## config.mk

```make
export PLATFORM = sky130hd
export DESIGN_NAME = cfo_loop_ctrl
export DESIGN_NICKNAME = d
export VERILOG_FILES = /design/src/rtl/cfo_ctrl_pkg.sv /design/src/rtl/err_mag_cmp.sv /design/src/rtl/cfo_loop_ctrl.sv
export SDC_FILE = /design/constraint.sdc
export NUM_CORES = 1
export LEC_CHECK = 0
export BUFFER_PORTS_ARGS = -buffer_cell sky130_fd_sc_hd__buf_2
export CORE_UTILIZATION = 40
export DETAILED_ROUTE_END_ITERATION = 10
export GPL_ROUTABILITY_DRIVEN = 0
export SLEW_MARGIN = 20
export SYNTH_ARGS = -nofsm -noshare
export SYNTH_HDL_FRONTEND = slang
export SYNTH_SLANG_ARGS = --single-unit
```

## constraint.sdc

```tcl
create_clock -name clk -period 3.6 [get_ports clk]
set_clock_uncertainty 0.1 [all_clocks]
set_input_delay 0.72 -clock clk [delete_from_list [all_inputs] [get_ports clk]]
set_output_delay 0.72 -clock clk [all_outputs]
set_load 0.03 [all_outputs]
```

## src/rtl/cfo_ctrl_pkg.sv

```systemverilog
// Shared definitions for the CFO loop acquisition/tracking controller.
// - cfo_state_e: controller state, encoding visible on state_o.
// - Default loop gains and thresholds used as parameter defaults.
// - sat_inc_retry: saturating increment for the retry counter.
package cfo_ctrl_pkg;

  typedef enum logic [1:0] {
    StIdle  = 2'd0,
    StFlush = 2'd1,
    StAcq   = 2'd2,
    StTrack = 2'd3
  } cfo_state_e;

  localparam int unsigned RetryWidth = 8;

  localparam int unsigned KpAcqDef = 1288;
  localparam int unsigned KiAcqDef = 208;
  localparam int unsigned KpTrkDef = 322;
  localparam int unsigned KiTrkDef = 13;

  localparam int unsigned LockThrDef   = 2 ** 18;
  localparam int unsigned UnlockThrDef = 2 ** 20;

  function automatic logic [RetryWidth-1:0] sat_inc_retry(input logic [RetryWidth-1:0] cnt);
    return (&cnt) ? cnt : cnt + 1'b1;
  endfunction

endpackage

```

## src/rtl/err_mag_cmp.sv

```systemverilog
// Phase-error magnitude and lock/unlock threshold compare (combinational).
// Ports:
//   phase_err_i - signed two's-complement phase error
//   in_lock_o   - |err| <= LOCK_THR
//   out_lock_o  - |err| >  UNLOCK_THR
module err_mag_cmp #(
  parameter int unsigned ERR_WIDTH  = 24,
  parameter int unsigned LOCK_THR   = 2 ** 18,
  parameter int unsigned UNLOCK_THR = 2 ** 20
) (
  input  logic [ERR_WIDTH-1:0] phase_err_i,
  output logic                 in_lock_o,
  output logic                 out_lock_o
);

  localparam int unsigned MagW = ERR_WIDTH - 1;
  localparam logic [MagW-1:0] LockThr   = MagW'(LOCK_THR);
  localparam logic [MagW-1:0] UnlockThr = MagW'(UNLOCK_THR);

  logic [MagW-1:0] mag;

  always_comb begin
    if (!phase_err_i[ERR_WIDTH-1]) begin
      mag = phase_err_i[MagW-1:0];
    end else if (phase_err_i[MagW-1:0] == '0) begin
      // Most negative code has no positive twin; clamp to full scale.
      mag = '1;
    end else begin
      mag = ~phase_err_i[MagW-1:0] + 1'b1;
    end
    in_lock_o  = (mag <= LockThr);
    out_lock_o = (mag > UnlockThr);
  end

endmodule

```

## src/rtl/cfo_loop_ctrl.sv

```systemverilog
// Gear-shift controller for the CFO PI loop filter.
// Ports:
//   clk, rst       - clock, synchronous active-high reset
//   enable_i       - run controller; low forces IDLE
//   err_valid_i    - phase error strobe
//   phase_err_i    - signed phase error
//   kp_coeff_o     - proportional gain to filter (ACQ or TRK)
//   ki_coeff_o     - integral gain to filter (ACQ or TRK)
//   loop_rst_o     - filter integrator clear, high in IDLE/FLUSH
//   locked_o       - high in TRACK
//   state_o        - IDLE=0, FLUSH=1, ACQ=2, TRACK=3
//   retry_cnt_o    - ACQ timeouts since leaving IDLE, saturating
module cfo_loop_ctrl
  import cfo_ctrl_pkg::*;
#(
  parameter int unsigned ERR_WIDTH   = 24,
  parameter int unsigned COEFF_WIDTH = 16,
  parameter int unsigned KP_ACQ      = KpAcqDef,
  parameter int unsigned KI_ACQ      = KiAcqDef,
  parameter int unsigned KP_TRK      = KpTrkDef,
  parameter int unsigned KI_TRK      = KiTrkDef,
  parameter int unsigned LOCK_THR    = LockThrDef,
  parameter int unsigned UNLOCK_THR  = UnlockThrDef,
  parameter int unsigned LOCK_CNT    = 256,
  parameter int unsigned UNLOCK_CNT  = 64,
  parameter int unsigned ACQ_TIMEOUT = 8192,
  parameter int unsigned FLUSH_LEN   = 4,
  parameter int unsigned CNT_WIDTH   = 16
) (
  input  logic                   clk,
  input  logic                   rst,
  input  logic                   enable_i,
  input  logic                   err_valid_i,
  input  logic [ERR_WIDTH-1:0]   phase_err_i,
  output logic [COEFF_WIDTH-1:0] kp_coeff_o,
  output logic [COEFF_WIDTH-1:0] ki_coeff_o,
  output logic                   loop_rst_o,
  output logic                   locked_o,
  output logic [1:0]             state_o,
  output logic [RetryWidth-1:0]  retry_cnt_o
);

  localparam logic [CNT_WIDTH-1:0] FlushLast  = CNT_WIDTH'(FLUSH_LEN - 1);
  localparam logic [CNT_WIDTH-1:0] LockCnt    = CNT_WIDTH'(LOCK_CNT);
  localparam logic [CNT_WIDTH-1:0] UnlockCnt  = CNT_WIDTH'(UNLOCK_CNT);
  localparam logic [CNT_WIDTH-1:0] AcqTimeout = CNT_WIDTH'(ACQ_TIMEOUT);

  localparam logic [COEFF_WIDTH-1:0] KpAcq = COEFF_WIDTH'(KP_ACQ);
  localparam logic [COEFF_WIDTH-1:0] KiAcq = COEFF_WIDTH'(KI_ACQ);
  localparam logic [COEFF_WIDTH-1:0] KpTrk = COEFF_WIDTH'(KP_TRK);
  localparam logic [COEFF_WIDTH-1:0] KiTrk = COEFF_WIDTH'(KI_TRK);

  cfo_state_e state_q, state_d;
  logic [CNT_WIDTH-1:0] flush_q, flush_d;
  logic [CNT_WIDTH-1:0] lock_q, lock_d, lock_inc;
  logic [CNT_WIDTH-1:0] tmo_q, tmo_d, tmo_inc;
  logic [CNT_WIDTH-1:0] unl_q, unl_d, unl_inc;
  logic [RetryWidth-1:0] retry_q, retry_d;

  logic loop_rst_q, loop_rst_d;
  logic locked_q, locked_d;
  logic [COEFF_WIDTH-1:0] kp_q, kp_d, ki_q, ki_d;

  logic in_lock, out_lock;

  err_mag_cmp #(
    .ERR_WIDTH  (ERR_WIDTH),
    .LOCK_THR   (LOCK_THR),
    .UNLOCK_THR (UNLOCK_THR)
  ) u_err_mag_cmp (
    .phase_err_i (phase_err_i),
    .in_lock_o   (in_lock),
    .out_lock_o  (out_lock)
  );

  always_ff @(posedge clk) begin
    if (rst) begin
      state_q <= StIdle;
      flush_q <= '0;
      lock_q  <= '0;
      tmo_q   <= '0;
      unl_q   <= '0;
      retry_q <= '0;
    end else begin
      state_q <= state_d;
      flush_q <= flush_d;
      lock_q  <= lock_d;
      tmo_q   <= tmo_d;
      unl_q   <= unl_d;
      retry_q <= retry_d;
    end
  end

  always_comb begin
    state_d  = state_q;
    flush_d  = flush_q;
    lock_d   = lock_q;
    tmo_d    = tmo_q;
    unl_d    = unl_q;
    retry_d  = retry_q;
    lock_inc = in_lock ? lock_q + 1'b1 : '0;
    tmo_inc  = tmo_q + 1'b1;
    unl_inc  = out_lock ? unl_q + 1'b1 : '0;

    unique case (state_q)
      StIdle: begin
        if (enable_i) begin
          state_d = StFlush;
          retry_d = '0;
        end
      end
      StFlush: begin
        if (flush_q == FlushLast) begin
          state_d = StAcq;
        end else begin
          flush_d = flush_q + 1'b1;
        end
      end
      StAcq: begin
        if (err_valid_i) begin
          lock_d = lock_inc;
          tmo_d  = tmo_inc;
          // Lock is tested first so it wins over a coincident timeout.
          if (lock_inc == LockCnt) begin
            state_d = StTrack;
          end else if (tmo_inc == AcqTimeout) begin
            state_d = StFlush;
            retry_d = sat_inc_retry(retry_q);
          end
        end
      end
      StTrack: begin
        if (err_valid_i) begin
          unl_d = unl_inc;
          if (unl_inc == UnlockCnt) begin
            state_d = StAcq;
          end
        end
      end
      default: state_d = StIdle;
    endcase

    if (!enable_i) begin
      state_d = StIdle;
      retry_d = retry_q;
    end

    // Every state entry starts with fresh sample/flush counters.
    if (state_d != state_q) begin
      flush_d = '0;
      lock_d  = '0;
      tmo_d   = '0;
      unl_d   = '0;
    end
  end

  // Outputs are decoded from the next state and registered, so they change on
  // the same edge as state_q.
  always_comb begin
    loop_rst_d = 1'b0;
    locked_d   = 1'b0;
    kp_d       = KpAcq;
    ki_d       = KiAcq;
    unique case (state_d)
      StIdle, StFlush: loop_rst_d = 1'b1;
      StAcq:           loop_rst_d = 1'b0;
      StTrack: begin
        locked_d = 1'b1;
        kp_d     = KpTrk;
        ki_d     = KiTrk;
      end
      default: loop_rst_d = 1'b1;
    endcase
  end

  always_ff @(posedge clk) begin
    if (rst) begin
      loop_rst_q <= 1'b1;
      locked_q   <= 1'b0;
      kp_q       <= KpAcq;
      ki_q       <= KiAcq;
    end else begin
      loop_rst_q <= loop_rst_d;
      locked_q   <= locked_d;
      kp_q       <= kp_d;
      ki_q       <= ki_d;
    end
  end

  assign kp_coeff_o  = kp_q;
  assign ki_coeff_o  = ki_q;
  assign loop_rst_o  = loop_rst_q;
  assign locked_o    = locked_q;
  assign state_o     = state_q;
  assign retry_cnt_o = retry_q;

endmodule

```

After elaboration in Yosys (flattened, before gate mapping). Cells that the tools add are included.

Register bits after elaboration: 108. Output and inout bits: 44.

Add/sub/neg operators: 6. Order comparisons: 2. Equality and inequality tests: 14. Muxes and demuxes: 21. Bitwise logic cells: 2. Reductions and logical operators: 11.

Operators with widths (count): 16-bit by 1-bit adder with 16-bit output (second input constant) (4); 23-bit 2-to-1 mux (2); 8-bit 2-to-1 mux (5); 16-bit 2-to-1 mux (2); 23-bit by 1-bit adder with 23-bit output (second input constant) (1); 23-bit by 21-bit > comparator with 1-bit output (second input constant) (1); 23-bit by 19-bit less-or-equal comparator with 1-bit output (second input constant) (1); 23-bit logical NOT (1); 23-bit NOT (1); 16-bit by 14-bit equality test with 1-bit output (second input constant) (1); 16-bit by 2-bit equality test with 1-bit output (second input constant) (1); 16-bit by 7-bit equality test with 1-bit output (second input constant) (1); 16-bit by 9-bit equality test with 1-bit output (second input constant) (1); 8-bit case mux with 2 select lines (1); 2-bit 2-to-1 mux (7); 11-bit 2-to-1 mux (1); 8-bit by 1-bit adder with 8-bit output (second input constant) (1); 2-bit inequality test (second input constant) (4); 2-bit case mux with 4 select lines (1); 8-bit AND reduction (1); 2-bit equality test (second input constant) (3); 2-bit AND reduction (3); 6-bit AND reduction (1); 2-bit by 1-bit equality test with 1-bit output (second input constant) (2); other kinds (6) (9).

Logic depth before layout (Yosys ltp).
Depth after elaboration: 14. Mapped depth: 12. Mapped depth without buffers: 11.

By module. A second synthesis with hierarchy kept.

Cells, all modules: 782. Area total of the unflattened synthesis: 6124.6 µm².

By module, submodules not included: cfo_loop_ctrl (instances 1, cells each 666, area an instance 5365.1 µm²); err_mag_cmp (instances 1, cells each 116, area an instance 759.5 µm²).

Worst setup path before layout. Ideal clock, no wire load.

Path kind: input -> register. From: input phase_err_i[8]. To: register unl_q[13]. Data arrival time: 3.460 ns. Required time: 3.377 ns. Slack: -0.083 ns. Stages on the path: 11. Buffers on the path: 2. Cells stage by stage: clkbuf_1 or4_1 nor4b_1 mux2_2 nor4_1 nand4_1 o21bai_1 clkbuf_1 a22oi_1 o21ai_0 a21oi_1.

Word-level cells in the longest chain between the ends: 13. Elaborated cells on any way between the ends: 19. Classes of those cells: 1 x add/sub; 2 x order compare; 3 x eq/ne; 10 x mux; 1 x bitwise; 2 x reduce/logical.

Ends and longest elaborated chain: start: declaration (RTL line cfo_loop_ctrl.sv:34) `input logic [ERR_WIDTH-1:0] phase_err_i,`; 23-bit NOT (RTL line err_mag_cmp.sv:29) `mag = ~phase_err_i[MagW-1:0] + 1'b1;`; 23-bit by 1-bit adder with 23-bit output (RTL line err_mag_cmp.sv:29); 23-bit 2-to-1 mux (RTL line err_mag_cmp.sv:25) `end else if (phase_err_i[MagW-1:0] == '0) begin`; 23-bit 2-to-1 mux * (RTL line err_mag_cmp.sv:23) `if (!phase_err_i[ERR_WIDTH-1]) begin`; 23-bit by 21-bit > comparator with 1-bit output / 23-bit by 19-bit less-or-equal comparator with 1-bit output (equally long branches) (RTL line err_mag_cmp.sv:32, err_mag_cmp.sv:31); 16-bit 2-to-1 mux, on equally long branches (RTL line cfo_loop_ctrl.sv:103, cfo_loop_ctrl.sv:101); 16-bit by 7-bit equality test with 1-bit output / 16-bit by 9-bit equality test with 1-bit output (equally long branches) (RTL line cfo_loop_ctrl.sv:135, cfo_loop_ctrl.sv:124); 2-bit 2-to-1 mux, on equally long branches (RTL line cfo_loop_ctrl.sv:135, cfo_loop_ctrl.sv:124); 2-bit 2-to-1 mux, on equally long branches (RTL line cfo_loop_ctrl.sv:133, cfo_loop_ctrl.sv:120); 2-bit case mux with 4 select lines (RTL line cfo_loop_ctrl.sv:105) `unique case (state_q)`; 2-bit 2-to-1 mux (RTL line cfo_loop_ctrl.sv:143) `if (!enable_i) begin`; 2-bit inequality test (RTL line cfo_loop_ctrl.sv:149) `if (state_d != state_q) begin`; 2-bit OR reduction (no line); end signal: assignment (RTL line cfo_loop_ctrl.sv:89) `unl_q <= unl_d;`; end: declaration (RTL line cfo_loop_ctrl.sv:57) `logic [CNT_WIDTH-1:0] unl_q, unl_d, unl_inc;`.

Every way passes the cells marked *; elsewhere a longest branch is shown, timed or not. A chain may end at the register's enable or synchronous reset.

Worst setup path after layout.
From: input phase_err_i[11]. To: register unl_q[10].

Same word-level chain as after synthesis.

==> flow_summary.json <==
{
  "synth_async_sr_flop_share_pct": 0,
  "drc": 0,
  "yosys_warnings": 0,
  "path_clk_slew_ns": 0.06,
  "antenna_found_initial": 1,
  "num_vias": 5319,
  "cp.arrival_ns": 3.66,
  "setup_viol": 0,
  "dieHeight_um": 118,
  "place_inst": 952,
  "rsz0062_at_grt": "false",
  "drt_pass1_iterations": 4,
  "crit_path_top_delay_cell": "or4b_2",
  "grt_use_met1_pct": 26.9,
  "avgViaCountPerCell": 5.47,
  "cts_hold_buf": 0,
  "grt-busiest-layer": "met2",
  "status": "finished clean",
  "grt_use_met2_pct": 32.1,
  "syn2layout_area_growth_pct": 19.6,
  "htree_levels": 3,
  "rows": 42,
  "dieArea_um2": 14000,
  "p_sw_share_pct": 24.5,
  "synth.top_cell.area_share_pct": 28.4,
  "portBuffers": 49,
  "wl_um": 13700,
  "clkPwrFrac_pct": 46.1,
  "period_share_pct": 96.8,
  "final_max_slew_viol_count": 0,
  "ant_nets": 0,
  "power.density_nw_per_um2": 310,
  "vdd_ir_drop_max_uv": 322,
  "path_max_fanout": 6,
  "path_cells": "buf_2, or4_4, or4_4, mux2i_1, nor4_1, nand4_1, buf_4, o21bai_1, buf_4, a21oi_4, or4b_2, a21oi_1",
  "die-width_um": 118,
  "synth-edff-count": 0,
  "whs_ns": 0.382,
  "p_int_w": 0.00152,
  "synth_top_area_cell": "dfxtp_1",
  "power_frac_comb_pct": 11.4,
  "crit_type": "primary input to register",
  "initial_core_util_pct": 40.9,
  "max_slew_margin_pct": 59.9,
  "max_stage_delay_ns": 0.61,
  "crit_family": "simple AND/OR/NAND/NOR gates",
  "place_ws_ns": -0.357,
  "power.share.sequential_pct": 42.6,
  "power.switching_w": 0.000493,
  "grt_use_total_pct": 20.1,
  "clock-sinks": 77,
  "hp-class": "register to register",
  "overflow": 0,
  "clock.fmax_ghz": 0.287,
  "cts_tree": "done",
  "p_leak_nw": 2.37,
  "cts_buffer_depth": 2,
  "grt_max_degree": 21,
  "worst_pin_slew_ns": 0.601,
  "grt_pass1_vias": 4897,
  "synthTopCellsByCount": "90 x nor2_1, 77 x dfxtp_1, 63 x nand2_1",
  "drive_above_1_share_pct": 19.8,
  "worst_slack_ns": 0.114,
  "core_um2": 13200,
  "grt_pass1_wl_um": 23300,
  "grtUsageMet3_pct": 4.30,
  "synth_area_um2": 5420,
  "yosysSeqAreaShare_pct": 28.4,
  "ys.flop_type": "dfxtp_1",
  "drt-wirelength-per-cell_um": 14.0,
  "ys_ff_latch": 77,
  "critPathBufInv": 3,
  "ios": 72,
  "ys_types": 75,
  "end_kind": "register",
  "synth.area.top_cells": "dfxtp_1 28%, nor2_1 6.2%, nand2_1 4.4%, buf_4 4.3%, a21oi_1 4.2%",
  "nets": 826,
  "syn_area_per_cell_um2": 7.59,
  "yosysMostFrequentCell": "nor2_1",
  "drt_first_iter_violations": 343,
  "hold_violations": 0,
  "critPathRequiredTime_ns": 3.78,
  "start_kind": "primary input",
  "synth_cells": 714,
  "cap_violations": 0,
  "cts_buffers": 9,
  "period_minus_slack_ns": 3.49,
  "cts-root-buf": "clkbuf_16",
  "dp_hpwl_um": 10200,
  "fin_cells": 973,
  "clk_latency_ns": 0.35
}
## tightest hold or removal path: stages, from the launching register on
cell     delay (ns)
dfxtp_1        0.32
nand2_1        0.06
a21oi_1        0.06
## through the flow
stage               utilization [%]  cell area (um^2)  setup TNS (ns)  power [W]
detailed placement             46.1              6100          -19.14    0.00109
CTS                            48.4              6400               0    0.00203
global route                   49.0              6480               0    0.00208
floorplan                         -              5500               0    0.00100
global placement               46.1              6100          -14.45    0.00109
finish                         49.0              6480               0    0.00201
## logic make-up after synthesis
logic type,after synthesis,synth area share (%)
buffers and inverters,84,8.24
and+or+nand+nor,340,33.0
xor gates and xnor gates,46,7.43
muxes,9,1.71
AOI/OAI and AO/OA,150,19.7
DFF,77,28.4
adders and majority gates,6,1.39
other,2,0.139
## power by group through the flow
stage          Combinational (W)  Clock [W]  Sequential [W]
2_1_floorplan           0.000130          0        0.000874
3_3_place_gp            0.000217          0        0.000874
3_5_place_dp            0.000221          0        0.000874
4_1_cts                 0.000221   0.000949        0.000855
5_1_grt                 0.000246   0.000979        0.000855
6_report                0.000229   0.000926        0.000855
## cell usage in the layout (no fill, tap or decap), types with 8 or more instances in the layout
| cell type | netlist | routed |
|---|---|---|
| conb_1 | 2 | 22 |
| buf_2 | 6 | 49 |
| and2_1 | 11 | 11 |
| buf_4 | 31 | 56 |
| a21oi_1 | 45 | 45 |
| nor3_1 | 19 | 19 |
| xnor2_1 | 21 | 21 |
| clkbuf_16 | 0 | 9 |
| dfxtp_1 | 77 | 77 |
| or3_1 | 8 | 8 |
| and3_1 | 17 | 17 |
| nand3b_1 | 8 | 8 |
| inv_1 | 18 | 18 |
| nand3_1 | 31 | 31 |
| o21ai_0 | 27 | 26 |
| xor2_1 | 25 | 25 |
| o211ai_1 | 8 | 8 |
| nand4_1 | 22 | 22 |
| nand2_1 | 63 | 61 |
| nor4_1 | 17 | 17 |
| nor2_1 | 90 | 90 |
## sequential cells by signal, indices dropped and copies added, names as in the netlist
signal / cells
state_o: 2
loop_rst_o: 1
ki_coeff_o: 2
flush_q: 16
unl_q: 16
tmo_q: 16
lock_q: 16
retry_cnt_o: 8
## worst paths after layout
path,from,end,slack (ns),cells after the start
hold reg to reg,tmo_q[1]$_SDFFE_PP0P_,tmo_q[1]$_SDFFE_PP0P_,0.38,2
hold / removal,tmo_q[1]$_SDFFE_PP0P_,tmo_q[1]$_SDFFE_PP0P_,0.38,2
setup / recovery,phase_err_i[11],unl_q[10]$_SDFFE_PP0P_,0.11,12
setup reg to reg,unl_q[0]$_SDFFE_PP0P_,unl_q[10]$_SDFFE_PP0P_,0.35,13
## area by class of cell
class	count	area, um^2
antenna	1	2.50
inverter	18	67.6
clock buffer	12	256
fill	1296	6760
tap	176	220
clock inverter	3	45.0
multi-input combinational	573	3540
sequential	77	1540
timing repair buffer	113	808
## what timing repair did
item,in CTS,in global routing
setup buffers,0,5
resized for setup,0,8
endpoints found under the setup margin,0,52
## per-layer routing
metal / vias up / part of all wire, %
li1: 2703 / -
met5: - / 0
met4: 0 / 1.7
met3: 18 / 4.0
met2: 120 / 46
met1: 2478 / 48
(Power assumes the default switching activity.)
